$ cat config.mk
export PLATFORM = sky130hd
export DESIGN_NAME = dms_lock_det
export DESIGN_NICKNAME = d
export VERILOG_FILES = /design/src/rtl/dms_lock_det.sv
export SDC_FILE = /design/constraint.sdc
export NUM_CORES = 1
export LEC_CHECK = 0
export CAP_MARGIN = 20
export CELL_PAD_IN_SITES_DETAIL_PLACEMENT = 1
export CELL_PAD_IN_SITES_GLOBAL_PLACEMENT = 1
export CORE_MARGIN = 1
export CORE_UTILIZATION = 49
export DETAILED_ROUTE_END_ITERATION = 16
export GPL_ROUTABILITY_DRIVEN = 0
export PLACE_DENSITY_LB_ADDON = 0.1
export SYNTH_ARGS = -nofsm -noshare
export SYNTH_HDL_FRONTEND = slang
export SYNTH_SLANG_ARGS = --single-unit
$ cat constraint.sdc
create_clock -name refclk -period 7.7 [get_ports refclk]
set_input_delay 2.31 -clock refclk [delete_from_list [all_inputs] [get_ports refclk]]
set_output_delay 2.31 -clock refclk [all_outputs]
set_load 0.05 [all_outputs]
$ cat src/rtl/dms_lock_det.sv
// Digital lock detector for the DMS PLL: measures feedback edge count and PFD activity
// over fixed refclk windows and qualifies lock/lock-loss with a window-driven FSM.
module dms_lock_det #(
    parameter int WIN_LEN     = 64,
    parameter int EXP_CNT     = 16,
    parameter int TOL         = 1,
    parameter int PH_MAX      = 8,
    parameter int LOCK_WINS   = 4,
    parameter int UNLOCK_WINS = 2,
    parameter int CW          = 8
) (
    input  logic          refclk,
    input  logic          rst,
    input  logic          fbclk,
    input  logic          up,
    input  logic          down,
    output logic          lock,
    output logic          win_done,
    output logic          slip_err,
    output logic [CW-1:0] last_cnt,
    output logic [1:0]    state_o
);

    localparam int WW   = (WIN_LEN > 1) ? $clog2(WIN_LEN) : 1;
    localparam int RMAX = (LOCK_WINS > UNLOCK_WINS) ? LOCK_WINS : UNLOCK_WINS;
    localparam int RW   = $clog2(RMAX + 1);

    localparam logic [WW-1:0] WIN_LAST   = WW'(WIN_LEN - 1);
    localparam logic [CW:0]   EXP_W      = (CW+1)'(EXP_CNT);
    localparam logic [CW:0]   TOL_W      = (CW+1)'(TOL);
    localparam logic [CW:0]   PH_MAX_W   = (CW+1)'(PH_MAX);
    localparam logic [RW-1:0] LOCK_RUN   = RW'(LOCK_WINS);
    localparam logic [RW-1:0] UNLOCK_RUN = RW'(UNLOCK_WINS);

    typedef enum logic [1:0] {
        ST_UNLOCKED = 2'd0,
        ST_ACQUIRE  = 2'd1,
        ST_LOCKED   = 2'd2,
        ST_SLIP     = 2'd3
    } state_t;

    function automatic logic [CW-1:0] sat_inc(input logic [CW-1:0] val, input logic inc);
        return (inc && (val != {CW{1'b1}})) ? val + CW'(1) : val;
    endfunction

    logic [2:0]    fb_sync_q;
    logic [1:0]    up_sync_q;
    logic [1:0]    dn_sync_q;
    logic [WW-1:0] win_cnt_q,  win_cnt_d;
    logic [CW-1:0] edge_cnt_q, edge_cnt_d;
    logic [CW-1:0] ph_cnt_q,   ph_cnt_d;
    logic [CW-1:0] last_cnt_q, last_cnt_d;
    logic [RW-1:0] run_q,      run_d;
    state_t        state_q,    state_d;
    logic          lock_q, win_done_q, slip_err_q;
    logic          slip_d;

    logic          fb_edge_s, ph_act_s, win_end_s, good_s;
    logic [CW-1:0] edge_total_s, ph_total_s;
    logic [CW:0]   total_ext_s, diff_s;

    // Synchroniser chains for the asynchronous feedback clock and PFD pulses
    always_ff @(posedge refclk or posedge rst) begin
        if (rst) begin
            fb_sync_q <= 3'b000;
            up_sync_q <= 2'b00;
            dn_sync_q <= 2'b00;
        end else begin
            fb_sync_q <= {fb_sync_q[1:0], fbclk};
            up_sync_q <= {up_sync_q[0], up};
            dn_sync_q <= {dn_sync_q[0], down};
        end
    end

    assign fb_edge_s = fb_sync_q[1] & ~fb_sync_q[2];
    assign ph_act_s  = up_sync_q[1] | dn_sync_q[1];
    assign win_end_s = (win_cnt_q == WIN_LAST);

    // The end-cycle event still belongs to the closing window
    assign edge_total_s = sat_inc(edge_cnt_q, fb_edge_s);
    assign ph_total_s   = sat_inc(ph_cnt_q, ph_act_s);
    assign total_ext_s  = {1'b0, edge_total_s};
    assign diff_s       = (total_ext_s >= EXP_W) ? (total_ext_s - EXP_W) : (EXP_W - total_ext_s);
    assign good_s       = (diff_s <= TOL_W) && ({1'b0, ph_total_s} <= PH_MAX_W);

    // Window, edge, phase and captured-count next-state logic
    always_comb begin
        win_cnt_d  = win_cnt_q + WW'(1);
        edge_cnt_d = edge_total_s;
        ph_cnt_d   = ph_total_s;
        last_cnt_d = last_cnt_q;
        if (win_end_s) begin
            win_cnt_d  = '0;
            edge_cnt_d = '0;
            ph_cnt_d   = '0;
            last_cnt_d = edge_total_s;
        end else begin
            last_cnt_d = last_cnt_q;
        end
    end

    // Lock qualification FSM, advanced only at window end
    always_comb begin
        state_d = state_q;
        run_d   = run_q;
        slip_d  = 1'b0;
        if (win_end_s) begin
            case (state_q)
                ST_UNLOCKED: begin
                    if (good_s) begin
                        if (LOCK_WINS == 1) begin
                            state_d = ST_LOCKED;
                            run_d   = '0;
                        end else begin
                            state_d = ST_ACQUIRE;
                            run_d   = RW'(1);
                        end
                    end else begin
                        run_d = '0;
                    end
                end
                ST_ACQUIRE: begin
                    if (!good_s) begin
                        state_d = ST_UNLOCKED;
                        run_d   = '0;
                    end else if ((run_q + RW'(1)) >= LOCK_RUN) begin
                        state_d = ST_LOCKED;
                        run_d   = '0;
                    end else begin
                        run_d = run_q + RW'(1);
                    end
                end
                ST_LOCKED: begin
                    if (good_s) begin
                        run_d = '0;
                    end else if (UNLOCK_WINS == 1) begin
                        state_d = ST_UNLOCKED;
                        run_d   = '0;
                        slip_d  = 1'b1;
                    end else begin
                        state_d = ST_SLIP;
                        run_d   = RW'(1);
                    end
                end
                ST_SLIP: begin
                    if (good_s) begin
                        state_d = ST_LOCKED;
                        run_d   = '0;
                    end else if ((run_q + RW'(1)) >= UNLOCK_RUN) begin
                        state_d = ST_UNLOCKED;
                        run_d   = '0;
                        slip_d  = 1'b1;
                    end else begin
                        run_d = run_q + RW'(1);
                    end
                end
                default: begin
                    state_d = ST_UNLOCKED;
                    run_d   = '0;
                end
            endcase
        end else begin
            state_d = state_q;
        end
    end

    // Counters, FSM state and registered outputs
    always_ff @(posedge refclk or posedge rst) begin
        if (rst) begin
            win_cnt_q  <= '0;
            edge_cnt_q <= '0;
            ph_cnt_q   <= '0;
            last_cnt_q <= '0;
            run_q      <= '0;
            state_q    <= ST_UNLOCKED;
            lock_q     <= 1'b0;
            win_done_q <= 1'b0;
            slip_err_q <= 1'b0;
        end else begin
            win_cnt_q  <= win_cnt_d;
            edge_cnt_q <= edge_cnt_d;
            ph_cnt_q   <= ph_cnt_d;
            last_cnt_q <= last_cnt_d;
            run_q      <= run_d;
            state_q    <= state_d;
            lock_q     <= (state_d == ST_LOCKED) || (state_d == ST_SLIP);
            win_done_q <= win_end_s;
            slip_err_q <= slip_d;
        end
    end

    assign lock     = lock_q;
    assign win_done = win_done_q;
    assign slip_err = slip_err_q;
    assign last_cnt = last_cnt_q;
    assign state_o  = state_q;

endmodule
==> out/qor.yml, run 1 <==
synthesis:
  post_synthesis_mux_area_share_pct: 3.311
  synth_commonest_cells: "dfrtp_1 (45), nand2_1 (30), nor2_1 (23)"
  async_reset_ff_share_pct: 100.0
  synth_compound_gate_area_share_pct: 18.90
  postSynthRegisterBits: 45
  synth_nets: 259
  warnings_synthesis: 0
  synth_area_um2: 2456
  seq_area_frac_synth_pct: 45.85
  synthCells: 246
  combinational_family_with_the_most_area_after_synthesis: "simple AND/OR/NAND/NOR gates"
  synth.avg_cell_area_um2: 9.984
  portion_of_synthesized_cell_area_occupied_by_the_leading_cell_type_pct: 45.85
  ys_top_cells_by_area: "dfrtp_1 (46%), nand2_1 (4.6%), ha_1 (4.1%)"
  edff_count_synth: 0
  yosysMostFrequentCell: "dfrtp_1"
  ys.flop_type: "dfrtp_1"
  synth_cell_type_count: 57
  simple_gate_share_of_the_synthesized_area_pct: 21.85
  synth_xor_area_share_pct: 3.566
  synth_adder_area_share_pct: 4.075
  post-synth-top-area-cell: "dfrtp_1"
power:
  max-vdd-ir-drop_uv: 92.45
  p_leak_uw: 0.001227
  power_density_nw_per_um2: 296.4
  finalPower_uw: 824.1
setup_path:
  worst_path_largest_cell_delay_ns: 0.87
  worstReg2RegStart: "edge_cnt_q[0]$_DFF_PP0_"
  reg_to_reg_end: "state_o[0]$_DFF_PP0_"
  worstPathCellList: "clkdlybuf4s50_1"
  crit_path_launch: "state_o[1]$_DFF_PP0_"
  path_class: "flop to output pin"
  timing.reg2reg.setup_slack_ns: 3.77
  worstSetupPathDepth: 1
  worst_ep_required_time_ns: 5.39
  arrival_ns: 1.69
  worstPathMaxFanout: 8
  end_kind: "output pin"
  cpMaxStageDelayCell: "clkdlybuf4s50_1"
  critical_path.n_buffers_inverters: 1
  reg2reg_depth: 10
  cpLargestDelayFamily: "buffers and inverters"
  worstSetupEndpoint: "state_o[1]"
  startpoint_type: "flop"
run:
  max_cap_viol_count: 0
clock_tree:
  setup_fix_bufs_post_cts: 0
  clockBufferDepth: 2
  tritoncts: "built"
  numCtsBuffers: 5
  h-tree-depth: 2
  ctsHoldBuffers: 0
  ctsRootBufferMaster: "clkbuf_8"
  cts.clk_slew.worst_paths_ns: 0.09
  cts_resized: 0
  clock_latency_ns: 0.30
  cts.sink_count: 45
drt:
  drtIter0Drc: 98
  wl_per_cell_um: 17.90
  first_pass_iters: 4
  drc: 0
  ant_nets: 0
  number_of_vias_per_cell: 6.048
  vias: 2002
  postRouteWirelength_um: 5926
final_layout:
  final_std_cell_area_no_fill_um2: 2780
  layout-area-overhead-vs-synth_pct: 13.19
  finish.net_count: 276
  multi_input_gate_area_in_the_final_layout_um2: 1270
  fillCellCount: 536
  diodes: 0
  drive_gt1_share_pct: 10.23
  register_area_um2: 1126
global_route:
  antenna_found_initial: 0
  first_global_vias: 1939
  globalRoute.totalOverflow: 0
  grt_first_pass_wirelength_um: 9708
  grt_start_max_net_pins: 46
  groute.usage.overall_pct: 24.36
sta:
  setup_viol_count_final: 0
  slew_headroom_pct: 38.89
  slew_violations: 0
  clock_skew_ns: 0.007508
  fin_crit_sh_pct: 51.97
  timing_worst_slew_pin_value_ns: 0.9154
  min_period_ns: 4.001
  fin_setup_tns_ns: 0
  finalHoldViolCount: 0
  rsz0062_at_grt: "no"
  achievable-frequency_mhz: 249.9
floorplan:
  total_die_area_um2: 5300
  floorplan_core_area_um2: 4786
  die_height_um: 72.80
  initial_util_pct: 51.32
  ios: 18
  die_x_um: 72.80
  std_cell_rows: 25
min_path:
  min_path_type: "flop to flop"
  worstHoldStart: "up_sync_q[0]$_DFF_PP0_"
placement:
  place.port_buffers: 17
  place_area_um2: 2680
  detailedPlacementHpwl_um: 4095
status:
  status: "completed"
metal layers:
| metal | routed length (um) | vias up | GRT usage, % | part of all wire, % |
|---|---|---|---|---|
| met5 | 0 | - | 0 | 0 |
| met3 | 165 | 10 | 4.558 | 2.8 |
| met2 | 2890 | 38 | 39.46 | 49 |
| met1 | 2787 | 1014 | 32.44 | 47 |
| met4 | 83 | 0 | 9.368 | 1.4 |
| li1 | - | 940 | - | - |
layout by cell type, fill, tap and decap left out, types with 3 or more instances in the layout:
cell and instances:
a31oi_1 5, o31ai_1 3, inv_1 7, ha_1 8, and3_1 5, clkdlybuf4s50_1 17
mux2i_1 7, nand4_1 3, dfrtp_1 45, clkbuf_8 6, nor4_1 4, nor2_1 23
xnor2_1 5, nand2_1 30, o211a_1 3, xor2_1 5, o21ai_0 15, nand3_1 11
nor3_1 5, a21o_1 5, a21oi_1 6
how the worst min path moves through the flow:
stage,endpoint,slack (ns),cells past startpoint
after global routing,up_sync_q[1]$_DFF_PP0_,0.38,0
after floorplan,dn_sync_q[1]$_DFF_PP0_,0.33,0
after CTS,up_sync_q[1]$_DFF_PP0_,0.36,0
after detailed placement,up_sync_q[1]$_DFF_PP0_,0.34,0
final,up_sync_q[1]$_DFF_PP0_,0.36,0
after global placement,up_sync_q[1]$_DFF_PP0_,0.33,0
area by class of cell:
type,count,area share [%]
multi-input combinational,186,45.68
sequential,45,40.50
timing repair buffer,17,6.121
tap,67,3.015
clock buffer,6,2.970
inverter,8,1.080
clock inverter,2,0.6301
sequential cells by signal, indices dropped and copies added (netlist names), 3 cells and up:
| name | count |
|---|---|
| win_cnt_q | 6 |
| ph_cnt_q | 8 |
| last_cnt | 8 |
| fb_sync_q | 3 |
| edge_cnt_q | 8 |
| run_q | 3 |
metrics by stage:
| stage | hold slack, ns | util (%) | cells | setup WS (ns) |
|---|---|---|---|---|
| after CTS | 0.3584 | 58.09 | 331 | 3.682 |
| after detailed placement | 0.3372 | 56.00 | 323 | 3.910 |
| final | 0.3562 | 58.09 | 331 | 3.699 |
| after global routing | 0.3785 | 58.09 | 331 | 3.467 |
| after floorplan | 0.3312 | - | 246 | 4.331 |
| after global placement | 0.3331 | 56.00 | 323 | 3.994 |
kinds of logic (layout without fill, tap and decap cells):
family                     Yosys count  after routing
and+or+nand+nor                    103            103
AOI/OAI and AO/OA                   57             57
DFF                                 45             45
buffers and inverters               15             33
xor gates and xnor gates            10             10
adders and majority gates            8              8
muxes                                8              8
power breakdown:
part / switching [uW] / internal, uW / leakage (uW) / total [uW]
Sequential: 68.9 / 272 / 0.000572 / 341
Combinational: 195 / 131 / 0.000603 / 326
Clock: 83.5 / 74.5 / 0.0000518 / 158
(Power assumes the default switching activity.)
==> run 2, diff against run 1 <==
--- a/config.mk
+++ b/config.mk
@@ -9,7 +9,7 @@
 export CELL_PAD_IN_SITES_DETAIL_PLACEMENT = 1
 export CELL_PAD_IN_SITES_GLOBAL_PLACEMENT = 1
 export CORE_MARGIN = 1
-export CORE_UTILIZATION = 49
+export CORE_UTILIZATION = 41
 export DETAILED_ROUTE_END_ITERATION = 16
 export GPL_ROUTABILITY_DRIVEN = 0
 export PLACE_DENSITY_LB_ADDON = 0.1
==> constraint.sdc (replaced) <==
create_clock -name refclk -period 3.5 [get_ports refclk]
set_input_delay 1.05 -clock refclk [delete_from_list [all_inputs] [get_ports refclk]]
set_output_delay 1.05 -clock refclk [all_outputs]
set_load 0.05 [all_outputs]
==> out/qor.yml, run 2 (same netlist as run 1, synthesis figures left out) <==
status:
  status: "completed"
power:
  p_leak_uw: 0.001318  # +7.4%
  max-vdd-ir-drop_uv: 299.8  # +220%
  power_density_nw_per_um2: 671.7  # +130%
  finalPower_uw: 1986  # +140%
setup_path:
  worstPathCellList: "ha_4, and4_2, nor4_2, xnor2_1, ha_1, or2b_1, a2111oi_4, o31ai_2, a2111oi_4, nand3_2, o311ai_2"
  cpMaxStageDelayCell: "dfrtp_1"
  arrival_ns: 3.50  # +1.81 ns
  worst_path_largest_cell_delay_ns: 0.46  # -0.41 ns
  worst_path_most_repeated_cell: "a2111oi_4"
  worst_ep_required_time_ns: 3.70  # -1.69 ns
  worstPathMaxFanout: 7  # -1
  end_kind: "flop"
  path_class: "flop to flop"
  startpoint_type: "flop"
floorplan:
  total_die_area_um2: 6304  # +19%
  die_height_um: 79.40  # +9.1%
  initial_util_pct: 43.54  # -7.8 points
  die_x_um: 79.40  # +9.1%
  std_cell_rows: 27  # +8.0%
  floorplan_core_area_um2: 5642  # +18%
  ios: 18  # unchanged
final_layout:
  mostFrequentLayoutCell: "dfrtp_1"
  finish.net_count: 292  # +5.8%
  drive_gt1_share_pct: 16.43  # +6.2 points
  layout.cells.most_common_list: "dfrtp_1 (45), nand2_1 (30), nor2_1 (22)"
  diodes: 0  # unchanged
  layout-area-overhead-vs-synth_pct: 20.38
sta:
  finalHoldWorstSlack_ns: 0.3589  # +0.002705 ns
  fin_crit_sh_pct: 94.18
  slew_headroom_pct: 53.10  # +14 points
  min_period_ns: 3.296
  setup_viol_count_final: 0  # unchanged
  clock_skew_ns: 0.01001  # +0.002498 ns
  fin_setup_tns_ns: 0  # unchanged
  achievable-frequency_mhz: 303.4
  slew_violations: 0  # unchanged
  timing_worst_slew_pin_value_ns: 0.6962  # -0.2192 ns
  rsz0062_at_grt: "no"
  finalHoldViolCount: 0  # unchanged
drt:
  wl_per_cell_um: 16.80  # -6.2%
  number_of_vias_per_cell: 5.653  # -6.5%
  postRouteWirelength_um: 5914  # -0.20%
  drtIter0Drc: 74  # -24%
  first_pass_iters: 4  # unchanged
  ant_nets: 0  # unchanged
  vias: 1990  # -0.60%
  drc: 0  # unchanged
clock_tree:
  clock_latency_ns: 0.30  # about the same
  numCtsBuffers: 5  # unchanged
  ctsHoldBuffers: 0  # unchanged
  cts.clk_slew.worst_paths_ns: 0.08  # about the same
  h-tree-depth: 2  # unchanged
  tritoncts: "built"
  clockBufferDepth: 2  # unchanged
  ctsRootBufferMaster: "clkbuf_8"
  cts.sink_count: 45  # unchanged
global_route:
  groute.usage.overall_pct: 20.40  # -4.0 points
  grt_first_pass_wirelength_um: 9894  # +1.9%
  grt_start_max_net_pins: 23  # -50%
  first_global_vias: 1998  # +3.0%
  globalRoute.totalOverflow: 0  # unchanged
  antenna_found_initial: 0  # unchanged
placement:
  detailedPlacementHpwl_um: 4253  # +3.9%
  place.port_buffers: 17  # unchanged
min_path:
  min_path_type: "flop to flop"
run:
  max_cap_viol_count: 0  # unchanged
## run 2: cell count changes in the layout (fill, tap and decap cells not counted)
cell and delta:
clkinv_4 -1, ha_4 +1, clkinvlp_4 +1, nor2_1 -1
a21oi_2 +1, a21oi_1 -1, ha_1 -1, a221oi_2 -1
bufinv_16 +1, inv_6 -1, buf_4 +16, a221oi_4 +1
nor2_2 +1
## run 2: final cells by class
class | count | area [um^2]
multi-input combinational | 186 | 1300
clock buffer | 6 | 82.58
timing repair buffer | 33 | 290.3
fill | 631 | 2685
sequential | 45 | 1126
clock inverter | 2 | 37.54
inverter | 8 | 30.03
tap | 72 | 90.09
## run 2: metal layers
layer | track usage, % | vias up | wire (um)
met5 | 0 | - | 0
met1 | 30.01 | 995 | 2904
met2 | 31.12 | 24 | 2822
li1 | - | 966 | -
met3 | 3.543 | 5 | 133
met4 | 4.909 | 0 | 53
## run 2: repair_timing
action | in CTS | in global routing
buffers inserted | 2 | 2
gates resized for setup | 0 | 5
pin swaps | 1 | 2
endpoints found under the setup margin | 1 | 6
## run 2: power breakdown
| part | internal (uW) | leakage [uW] | switching, uW |
|---|---|---|---|
| combinational | 372 | 0.000689 | 470 |
| sequential | 598 | 0.000572 | 137 |
| clock | 232 | 0.0000574 | 176 |
## run 2: final timing paths
check	from	to	slack, ns	depth (start not counted)
max	edge_cnt_q[1]$_DFF_PP0_	state_o[0]$_DFF_PP0_	0.20	11
min	up_sync_q[0]$_DFF_PP0_	up_sync_q[1]$_DFF_PP0_	0.36	0
max reg2reg	edge_cnt_q[1]$_DFF_PP0_	state_o[0]$_DFF_PP0_	0.20	11
min reg2reg	up_sync_q[0]$_DFF_PP0_	up_sync_q[1]$_DFF_PP0_	0.36	0
max in group asynchronous	rst	ph_cnt_q[7]$_DFF_PP0_	1.99	3
min in group asynchronous	rst	run_q[2]$_DFFE_PP0P_	0.97	2
## run 2: worst max-delay path, delay by kind of cell (launching register included)
| kind | cells | cell delay [ns] |
|---|---|---|
| fa+ha+maj | 2 | 0.44 |
| xor+xnor | 1 | 0.20 |
| flops | 1 | 0.46 |
| simple gates | 4 | 0.95 |
| compound gates | 4 | 1.17 |
## run 2: through the flow
stage,std cells,cell area (um^2),utilization (%),setup slack [ns]
2_1_floorplan,246,2456,-,0.1410
3_3_place_gp,340,2776,49.21,0.1618
3_5_place_dp,340,2776,49.21,0.02160
4_1_cts,350,2912,51.61,0.02621
5_1_grt,352,2957,52.41,0.002211
6_report,352,2957,52.41,0.2036
==> run 3, diff against run 2 <==
--- a/config.mk
+++ b/config.mk
@@ -9,8 +9,9 @@
 export CELL_PAD_IN_SITES_DETAIL_PLACEMENT = 1
 export CELL_PAD_IN_SITES_GLOBAL_PLACEMENT = 1
 export CORE_MARGIN = 1
-export CORE_UTILIZATION = 41
+export CORE_UTILIZATION = 45
 export DETAILED_ROUTE_END_ITERATION = 16
+export DONT_BUFFER_PORTS = 1
 export GPL_ROUTABILITY_DRIVEN = 0
 export PLACE_DENSITY_LB_ADDON = 0.1
 export SYNTH_ARGS = -nofsm -noshare
==> out/qor.yml, run 3 (same netlist as run 1, synthesis figures left out) <==
min_path:
  min_path_type: "flop to flop"
  whs_path_depth: 0  # unchanged
  timing.hold.worst_endpoint: "fb_sync_q[1]$_DFF_PP0_"
  worstHoldStart: "fb_sync_q[0]$_DFF_PP0_"
final_layout:
  diodes: 0  # unchanged
  finish.net_count: 272  # -6.8%
  mostFrequentLayoutCell: "dfrtp_1"
  stdcell_count: 330  # -6.3%
  layout-area-overhead-vs-synth_pct: 10.14
  drive_gt1_share_pct: 15.38  # -1.0 points
  final_core_util_pct: 52.30  # -0.11 points
  layout.cells.most_common_list: "dfrtp_1 (45), nand2_1 (30), nor2_1 (23)"
global_route:
  groute.usage.overall_pct: 22.18  # +1.8 points
  first_global_vias: 1945  # -2.7%
  antenna_found_initial: 0  # unchanged
  grt_start_max_net_pins: 46  # +100%
  grt_first_pass_wirelength_um: 9384  # -5.2%
  globalRoute.totalOverflow: 0  # unchanged
sta:
  clock_skew_ns: 0.008706  # -0.001301 ns
  finalHoldWorstSlack_ns: 0.3546  # -0.004225 ns
  min_period_ns: 3.310  # +0.01314 ns
  timing_worst_slew_pin_value_ns: 0.9497  # +0.2535 ns
  slew_violations: 0  # unchanged
  slew_headroom_pct: 36.60  # -16 points
  finalHoldViolCount: 0  # unchanged
  fin_crit_sh_pct: 94.56  # +0.38 points
  setup_viol_count_final: 0  # unchanged
  finalWorstSetupSlack_ns: 0.1904  # -0.01314 ns
  achievable-frequency_mhz: 302.2  # -0.40%
clock_tree:
  clock_latency_ns: 0.30  # about the same
  clockBufferDepth: 2  # unchanged
  tritoncts: "built"
  cts.clk_slew.worst_paths_ns: 0.08  # about the same
  ctsRootBufferMaster: "clkbuf_8"
  h-tree-depth: 2  # unchanged
  numCtsBuffers: 5  # unchanged
  cts.sink_count: 45  # unchanged
drt:
  drtIter0Drc: 90  # +22%
  drc: 0  # unchanged
  wl_per_cell_um: 17.54  # +4.4%
  postRouteWirelength_um: 5788  # -2.1%
  first_pass_iters: 4  # unchanged
  number_of_vias_per_cell: 5.748  # +1.7%
  vias: 1897  # -4.7%
  ant_nets: 0  # unchanged
setup_path:
  cpMaxStageDelayCell: "a2111oi_4"
  startpoint_type: "flop"
  reg_to_reg_end: "state_o[0]$_DFF_PP0_"
  worstReg2RegStart: "edge_cnt_q[0]$_DFF_PP0_"
  worst_ep_required_time_ns: 3.70  # about the same
  arrival_ns: 3.51  # about the same
  worstSetupPathDepth: 12  # +1
  worstPathMaxFanout: 7  # unchanged
  path_class: "flop to flop"
  worst_path_largest_cell_delay_ns: 0.43  # -0.03 ns
  timing.reg2reg.setup_slack_ns: 0.19  # about the same
  cpLargestDelayFamily: "compound AO/OA/AOI/OAI gates"
  reg2reg_depth: 12  # +1
  end_kind: "flop"
  critical_path.n_buffers_inverters: 0  # unchanged
  worst_path_most_repeated_cell: "a2111oi_4"
  worstPathCellList: "ha_2, nand2_1, nor2_1, a21oi_2, mux2i_1, ha_1, or2b_1, a2111oi_4, o31ai_2, a2111oi_4, nand3_2, o311ai_2"
floorplan:
  ios: 18  # unchanged
  die_height_um: 75.88  # -4.4%
  std_cell_rows: 26  # -3.7%
  floorplan_core_area_um2: 5172  # -8.3%
  initial_util_pct: 47.48  # +3.9 points
  total_die_area_um2: 5758  # -8.7%
  die_x_um: 75.88  # -4.4%
placement:
  placed_cells: 320  # -5.9%
  detailedPlacementHpwl_um: 4189  # -1.5%
  place.port_buffers: 0  # -17
  preCtsSetupSlack_ns: 0.06896  # +0.04736 ns
run:
  max_cap_viol_count: 0  # unchanged
power:
  p_leak_uw: 0.001221  # -7.4%
  power_density_nw_per_um2: 689.3  # +2.6%
  max-vdd-ir-drop_uv: 263.9  # -12%
status:
  status: "completed"
[run 3: cell types whose count changed in the layout (fill, tap and decap cells not counted), sizes merged]
cell	before	now
bufinv	1	0
buf	16	13
clkdlybuf4s50	17	0
clkinvlp	1	0
clkbuf	6	8
[run 3: how the worst max path moves through the flow]
| stage | start | endpoint |
|---|---|---|
| 2_1_floorplan | edge_cnt_q[0]$_DFF_PP0_ | state_o[0]$_DFF_PP0_ |
| 3_3_place_gp | edge_cnt_q[0]$_DFF_PP0_ | state_o[0]$_DFF_PP0_ |
| 3_5_place_dp | edge_cnt_q[0]$_DFF_PP0_ | state_o[0]$_DFF_PP0_ |
| 4_1_cts | edge_cnt_q[0]$_DFF_PP0_ | state_o[0]$_DFF_PP0_ |
| 5_1_grt | edge_cnt_q[0]$_DFF_PP0_ | state_o[0]$_DFF_PP0_ |
| 6_report | edge_cnt_q[0]$_DFF_PP0_ | state_o[0]$_DFF_PP0_ |
[run 3: where the power goes]
group	internal (uW)	total (uW)	switching (uW)
Combinational	355	828	473
Clock	142	313	171
Sequential	598	724	126
[run 3: what timing repair did]
| item | CTS | global route |
|---|---|---|
| setup endpoints to repair | 0 | 6 |
| hold buffers | 0 | 0 |
| buffers inserted | 0 | 2 |
| resized for setup | 0 | 3 |
| hold endpoints to repair | 0 | 0 |
[run 3: final cells by class]
cell class | instances | area, um^2
well taps | 70 | 87.58
inverters | 8 | 30.03
repair buffers | 13 | 97.59
flip-flops and latches | 45 | 1126
fillers | 572 | 2467
multi-input cells | 186 | 1284
clock buffers | 8 | 80.08
[run 3: worst reg2reg max path, stage by stage (launching register included)]
cell       delay (ns)
dfrtp_1          0.39
ha_2             0.23
nand2_1          0.11
nor2_1           0.08
a21oi_2          0.22
mux2i_1          0.28
ha_1             0.27
or2b_1           0.26
a2111oi_4        0.34
o31ai_2          0.15
a2111oi_4        0.43
nand3_2          0.17
o311ai_2         0.28
[run 3: metal layers]
layer / vias up / wire (um) / GRT usage (%) / part of all wire, %
li1: 927 / - / - / -
met1: 939 / 2855 / 30.31 / 49
met2: 22 / 2667 / 35.30 / 46
met3: 9 / 153 / 3.836 / 2.6
met4: 0 / 110 / 8.230 / 1.9
met5: - / 0 / 0 / 0
[run 3: per-stage QoR]
step	total power (uW)	setup TNS [ns]	cell area [um^2]
5_1_grt	1991	-0.008684	2705
3_3_place_gp	1499	0	2596
3_5_place_dp	1533	0	2596
6_report	1865	0	2705
2_1_floorplan	1288	0	2456
4_1_cts	1851	0	2676
